[config.mk]
export PLATFORM = sky130hd
export DESIGN_NAME = dmem_arbiter
export DESIGN_NICKNAME = d
export VERILOG_FILES = /design/src/rtl/dmem_arbiter_pkg.sv /design/src/rtl/rr_pick2.sv /design/src/rtl/dmem_arbiter.sv
export SDC_FILE = /design/constraint.sdc
export NUM_CORES = 1
export LEC_CHECK = 0
export ABC_AREA = 1
export BUFFER_PORTS_ARGS = -buffer_cell sky130_fd_sc_hd__buf_2
export CORE_AREA = 2 2 87 89
export DETAILED_ROUTE_END_ITERATION = 10
export DIE_AREA = 0 0 89 91
export PLACE_DENSITY = 0.69
export SETUP_SLACK_MARGIN = 0.4
export SYNTH_ARGS = -nofsm -noshare
export SYNTH_HDL_FRONTEND = slang
export SYNTH_SLANG_ARGS = --single-unit
[constraint.sdc]
create_clock -name clock -period 3.91 [get_ports clock]
set_clock_uncertainty 0.1 [all_clocks]
set_input_delay 0.1955 -clock clock [delete_from_list [all_inputs] [get_ports clock]]
set_output_delay 0.1955 -clock clock [all_outputs]
set_load 0.05 [all_outputs]
[src/rtl/dmem_arbiter_pkg.sv]
// Shared constants for the two-requester data-memory arbiter: requester IDs,
// FSM state encodings and the saturating burst-count helper.
package dmem_arbiter_pkg;

    localparam logic REQ_CPU = 1'b0;
    localparam logic REQ_DBG = 1'b1;

    localparam int BURST_W = 4;

    typedef enum logic [1:0] {
        ST_IDLE  = 2'd0,
        ST_LOCK0 = 2'd1,
        ST_LOCK1 = 2'd2
    } arb_state_t;

    // Counts up to the limit and then holds there.
    function automatic logic [BURST_W-1:0] burst_inc(
        input logic [BURST_W-1:0] cnt,
        input logic [BURST_W-1:0] lim
    );
        return (cnt < lim) ? cnt + 1'b1 : cnt;
    endfunction

endpackage

[src/rtl/rr_pick2.sv]
// Two-way round-robin choice: a lone requester wins; on a tie the requester
// that was not granted most recently wins.
module rr_pick2
    import dmem_arbiter_pkg::*;
(
    input  logic i_req0,
    input  logic i_req1,
    input  logic i_last,
    output logic o_valid,
    output logic o_pick
);

    always_comb begin
        o_valid = i_req0 | i_req1;
        o_pick  = REQ_CPU;
        if (i_req0 && i_req1) begin
            o_pick = (i_last == REQ_DBG) ? REQ_CPU : REQ_DBG;
        end else if (i_req1) begin
            o_pick = REQ_DBG;
        end
    end

endmodule

[src/rtl/dmem_arbiter.sv]
// Arbitrates a CPU port and a loader/debug port onto one single-cycle data
// memory port, with round-robin fairness and bounded lock bursts.
module dmem_arbiter
    import dmem_arbiter_pkg::*;
#(
    parameter int ADDR_WIDTH = 6,
    parameter int DATA_WIDTH = 32,
    parameter int MAX_BURST  = 4
) (
    input  logic                  clock,
    input  logic                  reset,
    input  logic                  req0,
    input  logic                  req1,
    input  logic                  we0,
    input  logic                  we1,
    input  logic                  lock0,
    input  logic                  lock1,
    input  logic [ADDR_WIDTH-1:0] addr0,
    input  logic [ADDR_WIDTH-1:0] addr1,
    input  logic [DATA_WIDTH-1:0] wdata0,
    input  logic [DATA_WIDTH-1:0] wdata1,
    output logic                  gnt0,
    output logic                  gnt1,
    output logic                  rvalid0,
    output logic                  rvalid1,
    output logic [DATA_WIDTH-1:0] rdata0,
    output logic [DATA_WIDTH-1:0] rdata1,
    output logic                  mem_en,
    output logic                  mem_we,
    output logic [ADDR_WIDTH-1:0] mem_addr,
    output logic [DATA_WIDTH-1:0] mem_wdata,
    input  logic [DATA_WIDTH-1:0] mem_rdata
);

    localparam logic [BURST_W-1:0] BURST_LIM = BURST_W'(MAX_BURST);

    arb_state_t           r_state;
    arb_state_t           w_state_nxt;
    logic [BURST_W-1:0]   r_burst;
    logic [BURST_W-1:0]   w_burst_nxt;
    logic                 r_last;
    logic                 r_pend0;
    logic                 r_pend1;

    logic                 w_rr_valid;
    logic                 w_rr_pick;
    logic                 w_rr_gnt0;
    logic                 w_rr_gnt1;
    logic                 w_gnt0;
    logic                 w_gnt1;
    logic                 w_rotate;
    logic                 w_burst_full;

    rr_pick2 u_rr (
        .i_req0  (req0),
        .i_req1  (req1),
        .i_last  (r_last),
        .o_valid (w_rr_valid),
        .o_pick  (w_rr_pick)
    );

    assign w_rr_gnt0    = w_rr_valid && (w_rr_pick == REQ_CPU);
    assign w_rr_gnt1    = w_rr_valid && (w_rr_pick == REQ_DBG);
    assign w_burst_full = (r_burst >= BURST_LIM);

    // Grant decision; a lock holder keeps the port until its burst is spent
    // and the other side is waiting, at which point the grant is handed over.
    always_comb begin
        w_gnt0   = 1'b0;
        w_gnt1   = 1'b0;
        w_rotate = 1'b0;
        if (!reset) begin
            unique case (r_state)
                ST_LOCK0: begin
                    if (req0) begin
                        if (w_burst_full && req1) begin
                            w_gnt1   = 1'b1;
                            w_rotate = 1'b1;
                        end else begin
                            w_gnt0 = 1'b1;
                        end
                    end else begin
                        w_gnt0 = w_rr_gnt0;
                        w_gnt1 = w_rr_gnt1;
                    end
                end
                ST_LOCK1: begin
                    if (req1) begin
                        if (w_burst_full && req0) begin
                            w_gnt0   = 1'b1;
                            w_rotate = 1'b1;
                        end else begin
                            w_gnt1 = 1'b1;
                        end
                    end else begin
                        w_gnt0 = w_rr_gnt0;
                        w_gnt1 = w_rr_gnt1;
                    end
                end
                default: begin
                    w_gnt0 = w_rr_gnt0;
                    w_gnt1 = w_rr_gnt1;
                end
            endcase
        end
    end

    // Next state: the grant that takes a lock counts as the first of the burst.
    always_comb begin
        w_state_nxt = ST_IDLE;
        w_burst_nxt = '0;
        if (!w_rotate) begin
            if (w_gnt0 && lock0) begin
                w_state_nxt = ST_LOCK0;
                w_burst_nxt = (r_state == ST_LOCK0) ? burst_inc(r_burst, BURST_LIM)
                                                    : BURST_W'(1);
            end else if (w_gnt1 && lock1) begin
                w_state_nxt = ST_LOCK1;
                w_burst_nxt = (r_state == ST_LOCK1) ? burst_inc(r_burst, BURST_LIM)
                                                    : BURST_W'(1);
            end
        end
    end

    always_ff @(posedge clock or posedge reset) begin
        if (reset) begin
            r_state <= ST_IDLE;
            r_burst <= '0;
            r_last  <= REQ_DBG;
            r_pend0 <= 1'b0;
            r_pend1 <= 1'b0;
        end else begin
            r_state <= w_state_nxt;
            r_burst <= w_burst_nxt;
            if (w_gnt0) begin
                r_last <= REQ_CPU;
            end else if (w_gnt1) begin
                r_last <= REQ_DBG;
            end
            r_pend0 <= w_gnt0 & ~we0;
            r_pend1 <= w_gnt1 & ~we1;
        end
    end

    always_comb begin
        mem_en    = w_gnt0 | w_gnt1;
        mem_we    = 1'b0;
        mem_addr  = '0;
        mem_wdata = '0;
        if (w_gnt0) begin
            mem_we    = we0;
            mem_addr  = addr0;
            mem_wdata = wdata0;
        end else if (w_gnt1) begin
            mem_we    = we1;
            mem_addr  = addr1;
            mem_wdata = wdata1;
        end
    end

    assign gnt0    = w_gnt0;
    assign gnt1    = w_gnt1;
    assign rvalid0 = r_pend0;
    assign rvalid1 = r_pend1;
    assign rdata0  = mem_rdata;
    assign rdata1  = mem_rdata;

endmodule

Word level (Yosys, flattened, before mapping)

Cells that the tools add are included.

Multipliers: 0
Magnitude comparators: 2
Div/mod/pow operators: 0
Shift operators: 0
Add/subtract/negate cells: 1
Equality and inequality tests: 2
Reductions and logical operators: 8
Multiplexer cells: 36
Bitwise logic cells: 7

Operator list:

| cell                | count |
|---|---|
| $mux 32             | 2 |
| $mux 4              | 6 |
| $mux 1              | 20 |
| $mux 6              | 2 |
| $logic_and 1x1->1   | 7 |
| $mux 2              | 3 |
| $pmux 1 s2          | 3 |
| $add 4x1->4 const B | 1 |
| $ge 4x3->1 const B  | 1 |
| $lt 4x3->1 const B  | 1 |
| $not 1->1           | 3 |
| $and 1x1->1         | 2 |
| $eq 2x1->1 const B  | 1 |
| $eq 2x2->1 const B  | 1 |
| $or 1x1->1          | 2 |
| $reduce_bool 2->1   | 1 |

Output and inout bits: 108
Bits in latches: 0
Input port bits: 116
Memories kept: 0
Register bits after elaboration: 9
Memory bits (read-only): 0
Memory bits (writable): 0
Word-level logic and storage cells: 61

Depth between registers and ports, before layout

Depth after elaboration: 10
Mapped depth: 11
Gate-level depth less buffers: 10

Modules after synthesis

A second synthesis with hierarchy kept.

Cells, all modules: 286
Area, all modules: 1,754.2 µm²

Modules (own cells, without submodules):

| module       | cells each | area an instance (µm²) | times used |
|---|---|---|---|
| dmem_arbiter | 283        | 1,739.2                | 1 |
| rr_pick2     | 3          | 15.0                   | 1 |

Least setup slack after synthesis

Ideal clock, no wire load.

Path kind: reg-to-output
Start: reg r_state[0]
End: out mem_addr[0]
Path buffers: 1
Slack: 1.820 ns
Cell stages (with the launch flop): 11
Arrival time: 1.795 ns
Path through: dfrtp_1 inv_1 ha_1 inv_1 nand2_1 o21ai_1 inv_2 nor2_8 buf_6 nand3_1 nand2_1

Cells in the longest elaborated chain, start to end: 5
Elaborated cells on any way between the ends: 8
Classes of those cells: eq/ne (2); mux (6)

Ends and longest elaborated chain:

| element                                         | RTL line            | text |
|---|---|---|
| start: declaration                              | dmem_arbiter.sv:37  | `arb_state_t r_state;` |
| start signal: assignment                        | dmem_arbiter.sv:133 | `r_state <= w_state_nxt;` |
| $eq 2x2->1 / $eq 2x1->1 (equally long branches) | dmem_arbiter.sv:73  | `unique case (r_state)` |
| $pmux 1 s2 *                                    | dmem_arbiter.sv:73  |  |
| $mux 1 *                                        | dmem_arbiter.sv:72  | `if (!reset) begin` |
| named net gnt1                                  | dmem_arbiter.sv:23  | `output logic gnt1,` |
| $mux 6 *                                        | dmem_arbiter.sv:154 | `end else if (w_gnt1) begin` |
| $mux 6 *                                        | dmem_arbiter.sv:150 | `if (w_gnt0) begin` |
| end: declaration                                | dmem_arbiter.sv:30  | `output logic [ADDR_WIDTH-1:0] mem_addr,` |

The timed path passes the listed nets; every way through them passes the cells marked *.

Worst setup path after layout

Start: in reset
End: out mem_wdata[8]

Cells in the longest elaborated chain, start to end: 3
Elaborated cells on any way between the ends: 4
Classes of those cells: mux (4)

Ends and longest elaborated chain:

| element            | RTL line            | text |
|---|---|---|
| start: declaration | dmem_arbiter.sv:11  | `input logic reset,` |
| $mux 1             | dmem_arbiter.sv:72  |  |
| $mux 32            | dmem_arbiter.sv:154 |  |
| $mux 32 *          | dmem_arbiter.sv:150 |  |
| end: declaration   | dmem_arbiter.sv:31  | `output logic [DATA_WIDTH-1:0] mem_wdata,` |

Every way passes the cells marked *; elsewhere a longest branch is shown, timed or not.

==> results.toml <==
[global_routing]
antenna_found_initial = 1
grt_pass1_vias = 1689
grt_pass1_wl_mm = 7.45
grt.total_usage_pct = 11.5
grt_max_degree = 47
overflow = 0

[placed_design]
dpl_cell_area_um2 = 1880
hpwl_mm = 3.85
gp_congestion = 0.726
numPortBuffers = 127

[power]
p_int_uw = 342
p_switching_uw = 612
clkPwrFrac_pct = 11.1
power.density_nw_per_um2 = 492
p_leak_nw = 1.24
seqPwrFrac_pct = 12.2
comb_power_share_pct = 76.7
switching_share_pct = 64.2
max-vdd-ir-drop_mv = 0.172

[clocking]
cts.htree.levels = 1
clockRootBuffer = "clkbuf_8"
cts.sinks = 9
numCtsBuffers = 3
cts.clk_slew.worst_paths_ns = 0.04
tritoncts = "done"
cts.repair.resized = 0
cts.path.max_buffers = 2
clock_latency_ns = 0.23

[sta]
max_slew_margin_pct = 58.5
hold_violations = 0
timing.final.max_slew_violations = 0
min_period_over_period_pct = 75.7
tightest_slew_ns = 0.622
rsz0062_at_grt = "false"
setup_viol = 0
min_period_ns = 2.96
fin_setup_tns_ns = 0
max_freq_ghz = 0.338

[critical_path]
endpoint_kind = "output port"
rrSetupSlack_ns = 1.87
critPathArrivalTime_ns = 2.66
cp_max_fo = 42
cp-start-kind = "input pin"
critPathRequiredTime_ns = 3.61
r2r-start = "r_state[0]"
cp-startpoint = "reset"
path_class = "in2out"

[floorplan]
core_area_um2 = 7140
row_count = 31
dieArea_um2 = 8100
initial_core_util_pct = 24.2
die_w_um = 89
io_pins = 224
fp.dieH_um = 91

[synthesis]
synth.most_common_cell = "nand2_1"
syn-instance-count = 280
synth_ff_type = "dfrtp_1"
async_flop_share_pct = 100
synth_top_area_cell = "buf_4"
netlist_top_cells_count = "nand2_1, buf_4, nand3_1, inv_1, nor2_1"
ys_ff_latch = 9
syn-cell-area_um2 = 1730
ys_types = 26
yosys-top-cells-area = "buf_4, nand2_1, nand3_1"
syn_avg_cell_area_um2 = 6.18
synth_edf_count = 0
yosysTopAreaCellShare_pct = 29.9
ys_seq_area_share_pct = 13.1
yosys_warnings = 0
syn-num-nets = 399

[routing]
totalWireLength_mm = 4.86
num_vias = 1869
first_iter_violations = 48
ant_nets = 0
drc_errors = 0
wl_per_cell_um = 11.2
drtPass1Iterations = 4
viasPerCell = 4.31

[final_layout]
nets = 455
stdcell_area_um2 = 1940
synthToLayoutAreaGrowth_pct = 11.9
antenna_cells = 0
final_layout_size_suffix_gt1_share_pct = 43.6

[worst_hold_path]
min_from = "we0"
hold_class = "in2reg"

[run]
maxCapViolCount = 0

[status]
status = "finished clean"
[cell usage in the layout (no fill, tap or decap), types with 2 or more instances in the layout]
cell type,n
o21ai_1,2
nand2_1,99
inv_1,12
nor2_2,2
inv_2,4
clkbuf_8,3
nand4_1,4
nand3_1,44
buf_2,127
a21oi_1,2
nor2_1,10
dfrtp_1,8
ha_1,3
[cell type report]
type	count	area, µm²
tap	99	124
fill	827	5200
sequential	9	226
multi-input combinational	177	830
timing repair buffer	128	646
inverter	17	66.3
clock buffer	4	45.0
[what timing repair did]
| item | CTS | global route |
|---|---|---|
| endpoints found under the hold margin | 8 | 0 |
| setup buffers | 0 | 0 |
| hold buffers | 1 | 0 |
[sequential cells by signal (all words and copies together) (netlist names)]
| signal | count |
|---|---|
| r_burst | 4 |
| r_last | 1 |
| r_state | 2 |
| rvalid0 | 1 |
| rvalid1 | 1 |
[critical path: stages]
cell and delay (ns):
dlygate4sd3_1 0.54, buf_2 0.13, inv_1 0.28, nand2_1 0.17
nand2_1 0.17, nand2_4 0.29, inv_4 0.42, nand2_1 0.10
nand2_1 0.10, buf_2 0.26
[kinds of logic (layout without fill, tap and decap cells)]
kind of cell,after synthesis,count (layout),share of synthesized area (%)
AND/OR/NAND/NOR,166,166,42.9
buffers and inverters,94,149,39.0
flip-flops,9,9,13.1
AO/OA/AOI/OAI,7,7,2.39
adder cells (fa/ha/maj),3,3,2.17
XOR/XNOR,1,1,0.506
[power by group through the flow]
stage	Clock, mW	Combinational [mW]	Sequential [mW]
2_1_floorplan	0	0.771	0.125
3_3_place_gp	0	0.726	0.117
3_5_place_dp	0	0.735	0.118
4_1_cts	0.107	0.739	0.116
5_1_grt	0.111	0.791	0.118
6_report	0.106	0.731	0.116
[final timing paths]
path,endpoint,cells past startpoint
worst max-delay path,mem_wdata[8],10
worst min-delay path,rvalid0,2
worst max register to register,r_last,9
worst min register to register,r_last,2
min in group asynchronous,r_state[0],3
max in group asynchronous,r_last,3
[metrics by stage]
stage	worst slack (ns)	instances	util [%]	power (mW)	hold slack, ns
after floorplan	1.82	280	-	0.896	-0.0608
after global placement	1.49	429	26.4	0.843	0.0970
after detailed placement	1.41	429	26.4	0.853	0.0971
after CTS	0.884	434	27.1	0.962	0.0348
after global routing	0.641	434	27.1	1.02	0.0392
final	0.952	434	27.1	0.953	0.0355
[metal layers]
| layer | part of all wire (%) | global-route usage (%) | vias to the layer above |
|---|---|---|---|
| li1 | - | - | 922 |
| met1 | 38 | 12.8 | 801 |
| met2 | 46 | 19.1 | 108 |
| met3 | 12 | 4.18 | 38 |
| met4 | 3.9 | 5.60 | 0 |
| met5 | 0 | 0 | - |
Power figures use the tool's default switching activity.
